`config.mk`:
```
export PLATFORM = sky130hd
export DESIGN_NAME = seg_readback
export DESIGN_NICKNAME = d
export VERILOG_FILES = /design/src/rtl/seg_readback_pkg.sv /design/src/rtl/seg7_decode.sv /design/src/rtl/seg_readback.sv
export SDC_FILE = /design/constraint.sdc
export NUM_CORES = 1
export LEC_CHECK = 0
export BUFFER_PORTS_ARGS = -buffer_cell sky130_fd_sc_hd__buf_2
export CORE_ASPECT_RATIO = 1.75
export CORE_MARGIN = 2
export CORE_UTILIZATION = 49
export DETAILED_ROUTE_END_ITERATION = 12
export GPL_TIMING_DRIVEN = 0
export HOLD_SLACK_MARGIN = 0.08
export PLACE_DENSITY = 0.71
export SLEW_MARGIN = 20
export SYNTH_ARGS = -nofsm -noshare
export SYNTH_HDL_FRONTEND = slang
export SYNTH_SLANG_ARGS = --single-unit
export TNS_END_PERCENT = 1
```
`constraint.sdc`:
```
create_clock -name clk -period 6.4 [get_ports clk]
set_clock_uncertainty 0.1 [all_clocks]
set_input_delay 0.64 -clock clk [delete_from_list [all_inputs] [get_ports clk]]
set_output_delay 0.64 -clock clk [all_outputs]
set_load 0.005 [all_outputs]
```
`src/rtl/seg_readback_pkg.sv`:
```
// Shared constants and types for the seven-segment readback path.
// Pattern table is active-high: bit7=a ... bit1=g, bit0=dp.
package seg_readback_pkg;

    localparam int NUM_DIGITS = 8;
    localparam int SEG_DP     = 0;

    localparam logic [7:0] BLANK_PAT = 8'h00;
    localparam logic [7:0] DP_MASK   = ~(8'h01 << SEG_DP);

    // Index i holds the lit-segment pattern for hex digit i.
    localparam logic [15:0][7:0] SEG_TABLE = {
        8'h8E, 8'h9E, 8'h7A, 8'h9C,
        8'h3E, 8'hEE, 8'hF6, 8'hFE,
        8'hE0, 8'hBE, 8'hB6, 8'h66,
        8'hF2, 8'hDA, 8'h60, 8'hFC
    };

    typedef struct packed {
        logic [3:0] digit;
        logic       blank;
        logic       illegal;
    } dec_t;

endpackage

```
`src/rtl/seg7_decode.sv`:
```
// Active-low segment pins to hex digit, blank and illegal flags.
// Decimal point never takes part in the match.
module seg7_decode
    import seg_readback_pkg::*;
(
    input  logic [7:0] seg,
    output dec_t       dec
);

    logic [7:0] p;
    logic       hit;

    always_comb begin
        p   = ~seg & DP_MASK;
        hit = 1'b0;
        dec = '0;
        for (int i = 0; i < 16; i++) begin
            if (p == SEG_TABLE[i]) begin
                dec.digit = 4'(i);
                hit       = 1'b1;
            end
        end
        if (p == BLANK_PAT) begin
            dec.blank = 1'b1;
        end else if (!hit) begin
            dec.illegal = 1'b1;
        end
    end

endmodule

```
`src/rtl/seg_readback.sv`:
```
// Scans eight segment buses, decodes them and publishes a value
// once it has been identical across STABLE_SCANS clean scans.
module seg_readback
    import seg_readback_pkg::*;
#(
    parameter int STABLE_SCANS = 2
) (
    input  logic        clk,
    input  logic        rst,
    input  logic        en,
    input  logic [7:0]  seg0,
    input  logic [7:0]  seg1,
    input  logic [7:0]  seg2,
    input  logic [7:0]  seg3,
    input  logic [7:0]  seg4,
    input  logic [7:0]  seg5,
    input  logic [7:0]  seg6,
    input  logic [7:0]  seg7,
    output logic [31:0] value,
    output logic [7:0]  blank,
    output logic [7:0]  err,
    output logic        upd,
    output logic        scan_done
);

    localparam int DW = NUM_DIGITS * 4;
    localparam logic [3:0] ST = 4'(STABLE_SCANS);

    logic [2:0]    idx;
    logic [7:0]    cur;
    dec_t          dec;

    logic [DW-1:0] sdig;
    logic [7:0]    sblk;
    logic [7:0]    serr;

    logic [DW+7:0] prev;
    logic [3:0]    cnt;
    logic [3:0]    cnt_nxt;

    logic [DW-1:0] full_dig;
    logic [7:0]    full_blk;
    logic [7:0]    full_err;

    logic [DW-1:0] value_q;
    logic [7:0]    blank_q;
    logic [7:0]    err_q;
    logic          upd_q;
    logic          sd_q;

    logic          last;
    logic          commit;

    always_comb begin
        cur = '0;
        unique case (idx)
            3'd0: cur = seg0;
            3'd1: cur = seg1;
            3'd2: cur = seg2;
            3'd3: cur = seg3;
            3'd4: cur = seg4;
            3'd5: cur = seg5;
            3'd6: cur = seg6;
            3'd7: cur = seg7;
        endcase
    end

    seg7_decode u_dec (
        .seg (cur),
        .dec (dec)
    );

    // Completed scan view: slot 7 comes straight from the decoder.
    assign full_dig = {dec.digit, sdig[DW-5:0]};
    assign full_blk = {dec.blank, sblk[6:0]};
    assign full_err = {dec.illegal, serr[6:0]};

    assign last = en && (idx == 3'd7);

    always_comb begin
        cnt_nxt = cnt;
        if (|full_err) begin
            cnt_nxt = '0;
        end else if ({full_dig, full_blk} == prev) begin
            cnt_nxt = (cnt >= ST) ? ST : cnt + 4'd1;
        end else begin
            cnt_nxt = 4'd1;
        end
    end

    // Stability is judged once per scan; the load happens on a later edge.
    assign commit = en && (cnt == ST)
                 && (prev != {value_q, blank_q});

    always_ff @(posedge clk or posedge rst) begin
        if (rst) begin
            idx     <= '0;
            sdig    <= '0;
            sblk    <= '0;
            serr    <= '0;
            prev    <= '0;
            cnt     <= '0;
            value_q <= '0;
            blank_q <= '0;
            err_q   <= '0;
            upd_q   <= 1'b0;
            sd_q    <= 1'b0;
        end else begin
            upd_q <= commit;
            sd_q  <= last;
            if (en) begin
                idx                   <= idx + 3'd1;
                sdig[{idx, 2'b00} +: 4] <= dec.digit;
                sblk[idx]             <= dec.blank;
                serr[idx]             <= dec.illegal;
            end
            if (last) begin
                err_q <= full_err;
                cnt   <= cnt_nxt;
                prev  <= {full_dig, full_blk};
            end
            if (commit) begin
                {value_q, blank_q} <= prev;
            end
        end
    end

    assign value     = value_q;
    assign blank     = blank_q;
    assign err       = err_q;
    assign upd       = upd_q & en;
    assign scan_done = sd_q & en;

endmodule

```
==> results.json, run 1 <==
{
  "total_power_mw": 4.277,
  "p_leak_nw": 4.325,
  "die_w_um": 95.21,
  "start_kind": "flip-flop",
  "critPathRequiredTime_ns": 6.61,
  "netlist_area_um2": 7133,
  "yosys_warnings": 0,
  "synth_ff_type": "dfrtp_1",
  "insertion_delay_ns": 0.42,
  "post_drt_wl_per_cell_um": 19.68,
  "synth_fp_nets": 771,
  "fillers": 1214,
  "first_global_vias": 5882,
  "synth_edf_count": 0,
  "cts_max_level": 4,
  "fin_tns_setup_ns": 0,
  "cts_tree": "built",
  "tightest_slew_ns": 0.7816,
  "clock.fmax_mhz": 181.9,
  "layout_setup_ws_ns": 0.9012,
  "route.detailed.drc": 0,
  "grt_max_degree": 98,
  "ios": 117,
  "grt_overflow_total": 0,
  "via_count": 5767,
  "hold_class": "input pin to asynchronous set/reset pin",
  "syn_area_per_cell_um2": 10.28,
  "timing.final.crit_period_ns": 5.499,
  "die_y_um": 163.6,
  "reg2reg_depth": 15,
  "cts.path.max_buffers": 2,
  "slew_headroom_pct": 47.70,
  "setup_viol_count_final": 0,
  "antenna_found_initial": 0,
  "netlist_instances": 694,
  "place_congestion": 0.8778,
  "diodes": 0,
  "cts.sinks": 139,
  "final_nets": 900,
  "ff_latch_area_um2": 3478,
  "ys_async_sr_fraction_pct": 100.0,
  "cpPeakStageDelay_ns": 0.51,
  "seq_area_frac_synth_pct": 48.76,
  "drive_gt1_share_pct": 26.79,
  "dp_cells": 984,
  "dpl.hpwl_um": 15170,
  "cts-root-buf": "clkbuf_16",
  "cts_made_buffers": 17,
  "cellPowerDensity_nw_per_um2": 500.3,
  "drt_first_pass_iters": 6,
  "critPathArrivalTime_ns": 5.71,
  "irDropWorstVdd_mv": 0.2935,
  "routed_wl_um": 19990,
  "end_kind": "flip-flop",
  "area_growth_pct": 19.86,
  "dieArea_um2": 15580,
  "drtIter0Drc": 294,
  "post_cts_buffers": 0,
  "status": "finished clean",
  "portBuffers": 108,
  "core_um2": 14300,
  "ys_ff_latch": 139,
  "cts_hold_buf": 0,
  "num_rows": 58,
  "hold_viol": 0,
  "fin_crit_sh_pct": 85.92,
  "critical_path.slowest_cell": "or4_4",
  "pre_cts_ws_ns": 0.9578,
  "criticalPathCategory": "flip-flop to flip-flop",
  "rsz0062_at_grt": "false",
  "crit_chain": "clkbuf_1, clkbuf_1, inv_1, ha_1, or4_4, buf_6, or2_1, buf_6, a31oi_1, or2b_2, o32ai_2, nor2_1, xnor2_1, a2111o_1, a211o_1",
  "cts.repair.resized": 0,
  "grtUsageTotal_pct": 27.28,
  "multi_input_area_um2": 3472,
  "ant_nets": 0,
  "drv_cap": 0,
  "grt_pass1_wl_um": 31740,
  "cp_num_buf_inv": 5,
  "crit_cells": 15,
  "finalMaxSlewViolations": 0,
  "start_util_pct": 49.89,
  "synth_cell_types": 57,
  "crit_path_max_fanout": 10,
  "holdWs_ns": 0.08463,
  "vias_per_cell": 5.676,
  "critical_path.top_delay_family": "compound AO/OA/AOI/OAI gates",
  "fin_cells": 1016,
  "path_clk_slew_ns": 0.06
}
==> state kept, by name (all words and copies together), names as in the netlist <==
signal	count
value	32
prev	40
idx	3
err	8
blank	8
sdig	28
cnt	4
upd_q	1
sd_q	1
serr	7
sblk	7
==> cells in the mapped netlist, types with 11 or more instances <==
cell type | count | area (um2)
o21ai_0 | 25 | 125.1
xor2_1 | 41 | 359.1
clkbuf_1 | 19 | 71.32
o31ai_1 | 20 | 150.1
mux2_2 | 57 | 641.9
nor4_1 | 16 | 100.1
nor3_1 | 12 | 60.06
inv_1 | 12 | 45.04
nand4_1 | 17 | 106.4
nand2_1 | 177 | 664.4
nand3_1 | 11 | 55.05
dfrtp_1 | 139 | 3478
xnor2_1 | 38 | 332.8
==> placed cells by master (no fill, tap or decap), types with 5 or more instances in the layout <==
cell type and count:
nand3_1 11, mux2_2 57, a222oi_1 7, xnor2_1 38
nand2_1 177, nor3_1 11, o31ai_1 20, nand4_1 17
nor4_1 16, or3_1 6, inv_6 5, a221oi_1 5
xor2_1 41, nor2_1 10, ha_1 10, inv_1 11
a21oi_1 7, o21ai_0 25, clkbuf_16 17, dfrtp_1 139
a22oi_1 5, clkbuf_1 19, buf_2 111
==> path summary, 6_finish.rpt <==
| kind | from | to | slack, ns |
|---|---|---|---|
| min reg2reg | err[7] | err[7] | 0.37 |
| max | idx[2] | cnt[0] | 0.90 |
| min in group clk | err[7] | err[7] | 0.37 |
| max in group asynchronous | rst | sdig[17] | 5.35 |
| min | rst | value[1] | 0.08 |
| max reg2reg | idx[2] | cnt[0] | 0.90 |
==> report_power, final <==
group          internal, mW  total (mW)  switching, mW
Clock                 0.593       0.999          0.406
Combinational         0.780        2.04           1.26
Sequential             1.06        1.24          0.186
==> layout make-up <==
class | instances | share of cell area [%]
clock inverters | 14 | 1.873
well taps | 180 | 2.634
flip-flops and latches | 139 | 40.68
multi-input cells | 513 | 40.61
clock buffers | 18 | 5.137
inverters | 12 | 0.6147
plain buffers | 30 | 1.742
repair buffers | 110 | 6.703
==> worst reg2reg max path: cells and delay by family (launching register included) <==
kind	cells	cell delay, ns
simple gates	4	1.44
flops	1	0.38
buf+inv	5	1.40
xor+xnor	1	0.20
fa+ha+maj	1	0.34
compound gates	4	1.54
==> routing by layer <==
metal / wire (um) / GRT usage [%] / vias to the layer above
met5: 0 / 0 / -
met4: 1111 / 15.55 / 0
met3: 777 / 4.474 / 53
met2: 10880 / 49.01 / 214
met1: 7225 / 29.46 / 2795
li1: - / - / 2705
==> per-stage QoR <==
step / cell area, um2 / utilization (%)
CTS: 8549 / 59.80
global placement: 7899 / 55.25
global route: 8549 / 59.80
floorplan: 7133 / -
finish: 8549 / 59.80
detailed placement: 7950 / 55.61
==> cells by family (layout without fill, tap and decap cells) <==
kind of cell / after synthesis / in the layout / share of synthesized area, %
AO/OA/AOI/OAI: 99 / 99 / 10.72
XOR/XNOR: 79 / 79 / 9.700
adder cells (fa/ha/maj): 10 / 10 / 1.754
buffers and inverters: 42 / 184 / 2.719
flip-flops: 139 / 139 / 48.76
multiplexers: 60 / 60 / 9.419
AND/OR/NAND/NOR: 265 / 265 / 16.93
Note: power is estimated with default switching activity, not from simulation.
==> inputs of run 2 (changes only) <==
Settings changed: CORE_ASPECT_RATIO 1.75 to 2.
==> results.json, run 2 (synthesis results as in run 1) <==
{
  "holdWs_ns": 0.3800,
  "critical_path.slowest_cell": "or4_4",
  "tightest_slew_ns": 0.8042,
  "antenna_found_initial": 0,
  "critPathRequiredTime_ns": 6.61,
  "diodes": 0,
  "cts_made_buffers": 17,
  "rsz0062_at_grt": "false",
  "utilization_pct": 60.31,
  "grt_pass1_wl_um": 31150,
  "crit_path_max_fanout": 10,
  "finalMaxSlewViolations": 0,
  "grtUsageTotal_pct": 26.67,
  "largest_reg_flops": 40,
  "cts-root-buf": "clkbuf_16",
  "fin_tns_setup_ns": 0,
  "total_power_mw": 4.334,
  "fillers": 1209,
  "setup_viol_count_final": 0,
  "layout_setup_ws_ns": 0.8889,
  "grt_overflow_total": 0,
  "cts.path.max_buffers": 2,
  "irDropWorstVdd_mv": 0.4045,
  "start_kind": "flip-flop",
  "p_leak_nw": 4.350,
  "drv_cap": 0,
  "num_rows": 62,
  "start_util_pct": 49.97,
  "insertion_delay_ns": 0.42,
  "path_clk_slew_ns": 0.06,
  "area_growth_pct": 20.68,
  "criticalPathCategory": "flip-flop to flip-flop",
  "cts_tree": "built",
  "fin_cells": 1029,
  "fin_crit_sh_pct": 86.11,
  "crit_chain": "clkbuf_1, clkbuf_1, inv_1, ha_1, or4_4, buf_6, or2_1, buf_6, a31oi_1, or2b_2, o32ai_2, nor2_1, xnor2_1, a2111o_1, a211o_1",
  "timing.final.crit_period_ns": 5.511,
  "end_kind": "flip-flop",
  "drtIter0Drc": 338,
  "cellPowerDensity_nw_per_um2": 503.5,
  "cpPeakStageDelay_ns": 0.51,
  "place_area_um2": 7965,
  "cts.repair.resized": 0,
  "regMostFlops": "prev",
  "cts_max_level": 4,
  "ant_nets": 0,
  "dieArea_um2": 15600,
  "routed_wl_um": 19510,
  "final_cell_mix": "177 x nand2_1, 139 x dfrtp_1, 111 x buf_2, 57 x mux2_2, 41 x xor2_1",
  "core_um2": 14270,
  "fin_area_um2": 8608,
  "die_w_um": 89.32,
  "vias_per_cell": 5.620,
  "final_nets": 901,
  "drt_first_pass_iters": 5,
  "critPathArrivalTime_ns": 5.72,
  "hold_class": "flip-flop to flip-flop",
  "grt_max_degree": 110,
  "slew_headroom_pct": 46.19,
  "hold_viol": 0,
  "place_congestion": 0.9658,
  "cts.sinks": 139,
  "dpl.hpwl_um": 14900,
  "portBuffers": 108,
  "pre_cts_ws_ns": 1.022,
  "die_y_um": 174.6,
  "first_global_vias": 6007,
  "dp_cells": 996,
  "clock.fmax_mhz": 181.5,
  "drive_gt1_share_pct": 26.76,
  "post_drt_wl_per_cell_um": 18.96,
  "status": "finished clean",
  "route.detailed.drc": 0,
  "final_common_cell": "nand2_1",
  "post_cts_buffers": 0,
  "via_count": 5783,
  "ios": 117
}
run 2: cell count changes in the layout (fill, tap and decap cells not counted), sizes merged:
cell         change
inv              -4
clkinv           +3
bufinv           +2
clkinvlp         -1
dlygate4sd3      +1
run 2: critical path, delay by kind of cell (launching register included):
kind | cells | cell delay (ns)
AOI/OAI and AO/OA | 4 | 1.55
xor gates and xnor gates | 1 | 0.19
adders and majority gates | 1 | 0.35
buffers and inverters | 5 | 1.39
DFF | 1 | 0.39
and+or+nand+nor | 4 | 1.42
run 2: layer usage:
layer / part of all wire [%] / global-route usage (%)
met1: 35 / 28.07
met2: 53 / 46.20
met5: 0 / 0
met3: 4.3 / 4.676
met4: 7.5 / 18.22
run 2: area by class of cell:
| type | instances | area [um2] | share of cell area (%) |
|---|---|---|---|
| clock buffers | 18 | 439.2 | 5.102 |
| plain buffers | 30 | 148.9 | 1.730 |
| repair buffers | 111 | 583.1 | 6.773 |
| well taps | 192 | 240.2 | 2.791 |
| clock inverters | 14 | 193.9 | 2.253 |
| multi-input cells | 513 | 3472 | 40.33 |
| flip-flops and latches | 139 | 3478 | 40.41 |
| inverters | 12 | 52.55 | 0.6105 |
run 2: path summary, 6_finish.rpt:
| check | from | to | slack [ns] | depth (start not counted) |
|---|---|---|---|---|
| max in group asynchronous | rst | value[17] | 4.79 | 4 |
| setup / recovery | idx[2] | cnt[0] | 0.89 | 15 |
| hold / removal | err[7] | err[7] | 0.38 | 2 |
| hold reg to reg | err[7] | err[7] | 0.38 | 2 |
| min in group asynchronous | rst | blank[5] | 0.61 | 3 |
| setup reg to reg | idx[2] | cnt[0] | 0.89 | 15 |
run 2: power breakdown:
part	leakage [nW]	switching (mW)	internal, mW	total [mW]
Combinational	2.17	1.26	0.780	2.04
Clock	0.307	0.385	0.664	1.05
Sequential	1.87	0.189	1.06	1.25
Total	4.35	1.83	2.50	4.33
run 2: timing repair:
item | CTS | global route
hold buffers | 1 | 0
endpoints found under the setup margin | 0 | 0
hold endpoints to repair | 30 | 0
==> inputs of run 3 (changes only) <==
==> constraint.sdc (replaced) <==
create_clock -name clk -period 6.4 [get_ports clk]
set_clock_uncertainty 0.1 [all_clocks]
set_input_delay 0.96 -clock clk [delete_from_list [all_inputs] [get_ports clk]]
set_output_delay 0.96 -clock clk [all_outputs]
set_load 0.005 [all_outputs]
==> results.json, run 3 (synthesis results as in run 1) <==
{
  "grtUsageTotal_pct": 26.66,
  "grt_util_met3_pct": 4.676,
  "vias_per_cell": 5.656,
  "holdWs_ns": 0.3800,
  "area_growth_pct": 20.54,
  "portBuffers": 108,
  "final_common_cell": "nand2_1",
  "dpl.hpwl_um": 14900,
  "clock.fmax_mhz": 182.6,
  "first_global_vias": 6005,
  "routed_wl_um": 19520,
  "cts.path.max_buffers": 2,
  "top_usage_layer": "met2",
  "irDropWorstVdd_mv": 0.4038,
  "core_um2": 14270,
  "num_rows": 62,
  "ios": 117,
  "drtIter0Drc": 363,
  "critPathArrivalTime_ns": 5.69,
  "criticalPathCategory": "flip-flop to flip-flop",
  "crit_path_max_fanout": 10,
  "rsz0062_at_grt": "false",
  "final_cell_mix": "177 x nand2_1, 139 x dfrtp_1, 111 x buf_2, 57 x mux2_2, 41 x xor2_1",
  "tightest_slew_ns": 0.8071,
  "timing.final.crit_period_ns": 5.477,
  "cts_tree": "built",
  "cts.sinks": 139,
  "post_drt_wl_per_cell_um": 18.99,
  "start_util_pct": 49.97,
  "drt_first_pass_iters": 5,
  "total_power_mw": 4.328,
  "die_w_um": 89.32,
  "grt_overflow_total": 0,
  "place_congestion": 0.9658,
  "regMostFlops": "prev",
  "drive_gt1_share_pct": 26.79,
  "final_nets": 900,
  "post_cts_buffers": 0,
  "cellPowerDensity_nw_per_um2": 503.4,
  "fin_crit_sh_pct": 85.58,
  "critPathRequiredTime_ns": 6.61,
  "cts-root-buf": "clkbuf_16",
  "cts_hold_buf": 0,
  "die_y_um": 174.6,
  "cts.repair.resized": 0,
  "gr-usage-met1_pct": 28.04,
  "antenna_found_initial": 0,
  "utilization_pct": 60.24,
  "grt_max_degree": 110,
  "via_count": 5814,
  "status": "finished clean",
  "hold_viol": 0,
  "drv_cap": 0,
  "cts_made_buffers": 17,
  "start_kind": "flip-flop",
  "grt_pass1_wl_um": 31140,
  "path_clk_slew_ns": 0.06,
  "layout_setup_ws_ns": 0.9229,
  "ant_nets": 0,
  "pre_cts_ws_ns": 1.022,
  "route.detailed.drc": 0,
  "grt_use_met2_pct": 46.20,
  "insertion_delay_ns": 0.42,
  "largest_reg_flops": 40,
  "cts_max_level": 4,
  "finalMaxSlewViolations": 0,
  "hold_class": "flip-flop to flip-flop",
  "dieArea_um2": 15600,
  "setup_viol_count_final": 0,
  "p_leak_nw": 4.345,
  "diodes": 0,
  "slew_headroom_pct": 46.00,
  "end_kind": "flip-flop",
  "fin_tns_setup_ns": 0
}
## run 3: changes by cell type in the layout (fill, tap and decap cells not counted), sizes merged
| cell | previous run | this run |
|---|---|---|
| dlygate4sd3 | 1 | 0 |
## run 3: final cells by class
| type | count | area, um2 |
|---|---|---|
| flip-flops and latches | 139 | 3478 |
| clock inverters | 14 | 193.9 |
| well taps | 192 | 240.2 |
| repair buffers | 110 | 573.1 |
| multi-input cells | 513 | 3472 |
| fillers | 1210 | 5675 |
| inverters | 12 | 52.55 |
| plain buffers | 30 | 148.9 |
| clock buffers | 18 | 439.2 |
## run 3: stage by stage
step | cell area [um2] | instances
finish | 8598 | 1028
global route | 8598 | 1028
CTS | 8598 | 1028
detailed placement | 7965 | 996
global placement | 7914 | 994
floorplan | 7133 | 694
## run 3: worst paths after layout
path,cells past startpoint,startpoint,slack [ns],endpoint
worst max-delay path,15,idx[2],0.92,cnt[0]
worst min-delay path,2,err[7],0.38,err[7]
worst max register to register,15,idx[2],0.92,cnt[0]
worst min register to register,2,err[7],0.38,err[7]
max in group asynchronous,3,rst,5.02,value[17]
min in group asynchronous,2,rst,0.39,blank[5]
## run 3: layer usage
| metal | up-vias | share of wire [%] |
|---|---|---|
| li1 | 2730 | - |
| met3 | 65 | 4.1 |
| met2 | 229 | 53 |
| met5 | - | 0 |
| met1 | 2790 | 35 |
| met4 | 0 | 7.8 |
## run 3: worst max-delay path, cell delays in order (launching register included)
cell and delay (ns):
dfrtp_1 0.39, clkbuf_1 0.43, clkbuf_1 0.45, inv_1 0.19
ha_1 0.35, or4_4 0.51, buf_6 0.14, or2_1 0.23
buf_6 0.15, a31oi_1 0.35, or2b_2 0.39, o32ai_2 0.45
nor2_1 0.29, xnor2_1 0.19, a2111o_1 0.42, a211o_1 0.31
## run 3: where the power goes
group          internal, mW  switching [mW]  total, mW
clock                 0.664           0.385       1.05
sequential             1.06           0.188       1.25
combinational         0.780            1.25       2.03
